File: config.mk
export PLATFORM = sky130hd
export DESIGN_NAME = alu_issue_ctrl
export DESIGN_NICKNAME = d
export VERILOG_FILES = /design/src/rtl/alu_issue_ctrl.sv
export SDC_FILE = /design/constraint.sdc
export NUM_CORES = 1
export LEC_CHECK = 0
export BUFFER_PORTS_ARGS = -buffer_cell sky130_fd_sc_hd__buf_2
export CAP_MARGIN = 30
export CORE_ASPECT_RATIO = 1.1
export CORE_MARGIN = 1
export CORE_UTILIZATION = 50
export CTS_CLUSTER_SIZE = 10
export DETAILED_ROUTE_END_ITERATION = 8
export GPL_TIMING_DRIVEN = 0
export PLACE_DENSITY_LB_ADDON = 0.08
export SKIP_CTS_REPAIR_TIMING = 1
export SYNTH_ARGS = -nofsm -noshare
export SYNTH_HDL_FRONTEND = slang
export SYNTH_SLANG_ARGS = --single-unit
File: constraint.sdc
create_clock -name clk -period 5.3 [get_ports clk]
set_clock_uncertainty 0.1 [all_clocks]
set_input_delay 1.59 -clock clk [delete_from_list [all_inputs] [get_ports clk]]
set_output_delay 1.59 -clock clk [all_outputs]
set_load 0.05 [all_outputs]
File: src/rtl/alu_issue_ctrl.sv
// ---------------------------------------------------------------------------
// alu_issue_ctrl
//
// Initiator side of the 8-bit ALU interface. Accepts one instruction at a time
// over a valid/ready handshake, reads its operands from an internal register
// file, presents them to a combinational ALU for one cycle, then writes the
// ALU result back into the register file and the ALU flags into a flags
// register. Sequence per instruction: IDLE -> ISSUE -> DONE -> IDLE.
//
// Ports:
//   clk, rst_n              clock (rising edge), asynchronous active-low reset
//   instr_valid/ready       instruction handshake
//   instr_op                ALU opcode (0..9 legal, 10..15 illegal)
//   instr_rd                destination register and A-operand source
//   instr_rs                B-operand source register
//   instr_imm_en, instr_imm select immediate B operand
//   instr_use_carry         feed stored C flag into alu_cin (ADC/SBC style)
//   alu_a/b/opcode/cin      ALU inputs, non-zero only during ISSUE
//   alu_result, alu_*flags  ALU outputs, sampled on the edge leaving ISSUE
//   flags                   stored flags {Z,C,V,N}
//   done, err               one-cycle retire pulse; err flags an illegal opcode
//   dbg_addr, dbg_data      combinational register-file read port
// ---------------------------------------------------------------------------
module alu_issue_ctrl #(
    parameter int NUM_REGS = 4,
    parameter int DATA_W   = 8
) (
    input  logic                        clk,
    input  logic                        rst_n,
    input  logic                        instr_valid,
    output logic                        instr_ready,
    input  logic [3:0]                  instr_op,
    input  logic [$clog2(NUM_REGS)-1:0] instr_rd,
    input  logic [$clog2(NUM_REGS)-1:0] instr_rs,
    input  logic                        instr_imm_en,
    input  logic [DATA_W-1:0]           instr_imm,
    input  logic                        instr_use_carry,
    output logic [DATA_W-1:0]           alu_a,
    output logic [DATA_W-1:0]           alu_b,
    output logic [3:0]                  alu_opcode,
    output logic                        alu_cin,
    input  logic [DATA_W-1:0]           alu_result,
    input  logic                        alu_zero,
    input  logic                        alu_carry,
    input  logic                        alu_overflow,
    input  logic                        alu_negative,
    output logic [3:0]                  flags,
    output logic                        done,
    output logic                        err,
    input  logic [$clog2(NUM_REGS)-1:0] dbg_addr,
    output logic [DATA_W-1:0]           dbg_data
);

    localparam int IDX_W = $clog2(NUM_REGS);

    typedef enum logic [1:0] {
        S_IDLE  = 2'd0,
        S_ISSUE = 2'd1,
        S_DONE  = 2'd2
    } state_t;

    state_t              state_q, state_d;

    logic [3:0]          op_q;
    logic [IDX_W-1:0]    rd_q;
    logic [IDX_W-1:0]    rs_q;
    logic                imm_en_q;
    logic [DATA_W-1:0]   imm_q;
    logic                use_carry_q;

    logic [DATA_W-1:0]   regs_q [NUM_REGS];
    logic [DATA_W-1:0]   regs_d [NUM_REGS];
    logic [3:0]          flags_q, flags_d;

    logic                accept;

    function automatic logic is_legal_op(input logic [3:0] op);
        return (op <= 4'd9);
    endfunction

    assign accept = (state_q == S_IDLE) && instr_valid;

    // State register
    always_ff @(posedge clk or negedge rst_n) begin
        if (!rst_n) begin
            state_q <= S_IDLE;
        end else begin
            state_q <= state_d;
        end
    end

    // Next-state logic
    always_comb begin
        state_d = state_q;
        case (state_q)
            S_IDLE:  if (instr_valid) state_d = S_ISSUE;
            S_ISSUE: state_d = S_DONE;
            S_DONE:  state_d = S_IDLE;
            default: state_d = S_IDLE;
        endcase
    end

    // Instruction fields are only observed while the FSM is out of IDLE, and
    // all outputs derived from them are gated by state, so they need no reset.
    always_ff @(posedge clk) begin
        if (accept) begin
            op_q        <= instr_op;
            rd_q        <= instr_rd;
            rs_q        <= instr_rs;
            imm_en_q    <= instr_imm_en;
            imm_q       <= instr_imm;
            use_carry_q <= instr_use_carry;
        end
    end

    // Writeback happens on the edge leaving ISSUE; illegal opcodes retire
    // without touching architectural state.
    always_comb begin
        regs_d  = regs_q;
        flags_d = flags_q;
        if ((state_q == S_ISSUE) && is_legal_op(op_q)) begin
            regs_d[rd_q] = alu_result;
            flags_d      = {alu_zero, alu_carry, alu_overflow, alu_negative};
        end
    end

    always_ff @(posedge clk or negedge rst_n) begin
        if (!rst_n) begin
            for (int i = 0; i < NUM_REGS; i++) begin
                regs_q[i] <= '0;
            end
            flags_q <= 4'b0000;
        end else begin
            regs_q  <= regs_d;
            flags_q <= flags_d;
        end
    end

    // Output logic
    always_comb begin
        instr_ready = (state_q == S_IDLE);
        alu_a       = '0;
        alu_b       = '0;
        alu_opcode  = 4'b0000;
        alu_cin     = 1'b0;
        done        = 1'b0;
        err         = 1'b0;
        case (state_q)
            S_ISSUE: begin
                // Operands read the register file live, so the previous
                // instruction's writeback is already visible here.
                alu_a      = regs_q[rd_q];
                alu_b      = imm_en_q ? imm_q : regs_q[rs_q];
                alu_opcode = op_q;
                alu_cin    = use_carry_q & flags_q[2];
            end
            S_DONE: begin
                done = 1'b1;
                err  = !is_legal_op(op_q);
            end
            default: ;
        endcase
    end

    assign flags    = flags_q;
    assign dbg_data = regs_q[dbg_addr];

endmodule

==> results by group <==
Run status
  – Run status: finished, final reports clean

Worst hold path
  – Hold EP: flags[1]
  – Count of cells along the worst hold path: 1
  – Start point of the worst hold path: flags[1]
  – Path class of the lowest-slack min-delay path: reg -> reg

Setup path
  – Max stage delay cell, worst path: sky130_fd_sc_hd__buf_1
  – Maximum fanout encountered on the critical timing path: 8
  – Worst Path Buf+Inv: 2
  – Critical path data required time: between 3 and 4 ns
  – Reg-to-reg endpoint: regs_q[4]
  – Worst r2r src: state_q[1]
  – Type of origin of the critical path: input port
  – Worst setup path class: in -> out
  – Cell-by-cell trace of the critical path: buf_1, mux4_2, buf_2
  – Arr. time, crit path: between 2 and 3 ns
  – Minimum setup slack among reg-to-reg paths: ~3.6 ns
  – Cell class contributing the biggest share of worst-path delay: buffers and inverters
  – R2R cell count: 6
  – Type of destination of the critical path: output pin
  – Largest stage delay on the critical path: between 0.4 and 0.5 ns

Logic synthesis
  – Post-Syn Area: 2860 µm²
  – Gate count of the mapped netlist: ~170
  – Flop and latch count out of synthesis: 56
  – Mean instance size in the synthesized netlist: 16.9 µm²
  – Register area share after synthesis: a little over half
  – Post-Syn Nets: 204
  – Yosys warning count: 0
  – Count of unique library cells instantiated by Yosys: 24

Timing
  – Unrepaired setup endpoints after global routing: no
  – Share of the clock period used by the worst path after layout: ~80%
  – Transition time at the pin with the least slew margin: 0.858 ns
  – Min cycle time layout: around 4.3 ns
  – Peak Freq: roughly 230 MHz
  – Total count of hold-check failures in the final report: 0
  – Setup TNS Final: 0 ns
  – Setup-failing EPs final: 0
  – Number of max-slew violations in the final report: 0
  – Worst slew margin: ~43%

Placed design
  – Half-perimeter wire length after detailed placement: 4070 µm
  – Cell area after placement: about 3300 µm²
  – Routability cong.: 0.775
  – Input/output buffers: 68

Detailed routing
  – DR vias: 1739
  – Total wirelength of the detailed-routed design: ~5700 µm
  – Number of iterations in the first detailed-routing pass: 4
  – Antenna violation net count after detailed routing: 0
  – Number of remaining DRC errors: 0
  – Mean number of vias per cell: ~5.4
  – Count of routing violations after the opening detailed-route iteration: 50
  – Final routed wire length divided by cell count: approximately 18 µm

GRT
  – Initial antenna violation count: 0
  – Number of global-route vias before repair: ~1800
  – GRT Resource Usage Total: 20.8%
  – First-pass GRT wire length: 8890 µm
  – Remaining global-route overflow: 0
  – Maximum number of pins on one net before global-route repair: 39

CTS
  – Num CTS Buffers: 5
  – H-tree level count: 2
  – Clk_lat worst skew: 0.31 ns
  – CTS Sinks: between 50 and 60
  – Root buf cell: sky130_fd_sc_hd__clkbuf_8
  – Number of buffers between clock root and the deepest sink: 2
  – CTS tree: yes
  – CTS clock-pin slew for the worst setup and hold paths: 0.10 ns

Finish
  – Most common cell after layout, fill and taps aside: sky130_fd_sc_hd__buf_2
  – Signed area change from the synthesized netlist to the final layout: 19.2%
  – Final standard cell area without fillers: ~3400 µm²
  – Utilization after layout: 62.8%
  – # diodes: 0
  – Fraction of final layout cells sized beyond drive strength 1: between 60% and 70%
  – Most frequent cells in the layout: 71 x sky130_fd_sc_hd__buf_2, 38 x sky130_fd_sc_hd__dfrtp_1, 28 x sky130_fd_sc_hd__mux2_2
  – Final #Nets: between 200 and 300

Power and ir drop
  – Proportion of total power due to net switching: 37.8%
  – Leakage component of the power: around 1.5 nW
  – IR drop worst, VDD: around 270 µV
  – Combinational share of power: around two fifths
  – Power density over cell area: about 490 nW/µm²
  – Cell internal pwr: around 1.0 mW
  – Reported net switching power: between 0.6 and 0.7 mW
  – Share of power burned in the clock network: between 10% and 20%
  – Sequential Power Share: between 40% and 50%

Floorplan
  – Starting density of the core: a little over half
  – Number of rows created at floorplan: 28
  – Top-level I/O count: 71
  – Height of the chip: approximately 81 µm
  – Die width: about 74 µm
  – Die area: around 6000 µm²
  – Std-Cell Core Area: 5430 µm²

Run
  – Max-cap viol count: 0
## power groups by stage
stage          logic, mW  clock network [mW]  registers [mW]
3_3_place_gp       0.693                   0           0.696
5_1_grt            0.735               0.300           0.716
6_report           0.694               0.275           0.693
2_1_floorplan      0.541                   0           0.709
4_1_cts            0.702               0.285           0.693
3_5_place_dp       0.701                   0           0.703
## state kept, by name, indices dropped and copies added (netlist names)
register / flops
rs_q: 2
op_q: 4
imm_q: 8
use_carry_q: 1
flags: 4
regs_q: 32
rd_q: 2
imm_en_q: 1
state_q: 2
## through the flow
step | std cells | worst slack [ns] | power [mW] | hold WS [ns]
floorplan | 169 | 1.10 | 1.25 | 0.408
global placement | 312 | 0.946 | 1.39 | 0.385
detailed placement | 312 | 0.929 | 1.40 | 0.391
CTS | 320 | 0.932 | 1.68 | 0.415
global route | 320 | 0.900 | 1.75 | 0.429
finish | 320 | 0.957 | 1.66 | 0.413
## logic make-up (layout without fill, tap and decap cells)
group	after synthesis	after routing	synth area share, %
AOI/OAI and AO/OA	1	1	0.569
buffers and inverters	11	87	2.54
DFF	56	56	52.1
muxes	68	68	36.9
and+or+nand+nor	33	33	7.83
## cells in the mapped netlist
cell	instances	share of area (%)
sky130_fd_sc_hd__buf_1	2	0.26
sky130_fd_sc_hd__nor3b_1	1	0.26
sky130_fd_sc_hd__buf_4	1	0.26
sky130_fd_sc_hd__nor2b_1	1	0.22
sky130_fd_sc_hd__nand2_1	1	0.13
sky130_fd_sc_hd__clkbuf_1	2	0.26
sky130_fd_sc_hd__mux2_2	28	11
sky130_fd_sc_hd__buf_8	1	0.52
sky130_fd_sc_hd__mux4_2	24	19
sky130_fd_sc_hd__and4_4	1	0.39
sky130_fd_sc_hd__nor2_1	10	1.3
sky130_fd_sc_hd__nand4b_4	2	1.7
sky130_fd_sc_hd__edfxtp_1	18	19
sky130_fd_sc_hd__and2_1	14	3.1
sky130_fd_sc_hd__mux2i_1	8	2.8
sky130_fd_sc_hd__o21ai_4	1	0.57
sky130_fd_sc_hd__mux2_4	8	4.2
sky130_fd_sc_hd__dfrtp_1	38	33
sky130_fd_sc_hd__nand3_2	1	0.35
sky130_fd_sc_hd__and3_1	1	0.22
sky130_fd_sc_hd__inv_6	1	0.31
sky130_fd_sc_hd__nand2b_1	1	0.22
sky130_fd_sc_hd__buf_2	3	0.52
sky130_fd_sc_hd__buf_6	1	0.39
## how the worst max path moves through the flow
stage / start / end / depth (start not counted)
6_report: dbg_addr[1] / dbg_data[2] / 3
5_1_grt: dbg_addr[0] / dbg_data[3] / 3
4_1_cts: dbg_addr[0] / dbg_data[2] / 3
3_5_place_dp: dbg_addr[0] / dbg_data[3] / 3
3_3_place_gp: dbg_addr[0] / dbg_data[2] / 3
2_1_floorplan: dbg_addr[0] / dbg_data[0] / 2
## cell type report
| type | count | area [µm²] |
|---|---|---|
| well taps | 75 | 93.8 |
| clock buffers | 7 | 108 |
| flip-flops and latches | 56 | 1490 |
| multi-input cells | 102 | 1300 |
| repair buffers | 68 | 340 |
| plain buffers | 10 | 63.8 |
| clock inverters | 1 | 8.76 |
| inverters | 1 | 8.76 |
| fillers | 436 | 2020 |
## layer usage
layer | GRT usage (%) | vias to the layer above | part of all wire [%]
met4 | 6.54 | 0 | 1.1
met5 | 0 | - | 0
met2 | 33.6 | 49 | 50
met1 | 27.7 | 884 | 44
li1 | - | 799 | -
met3 | 5.21 | 7 | 5.2
Note: power is estimated with default switching activity, not from simulation.
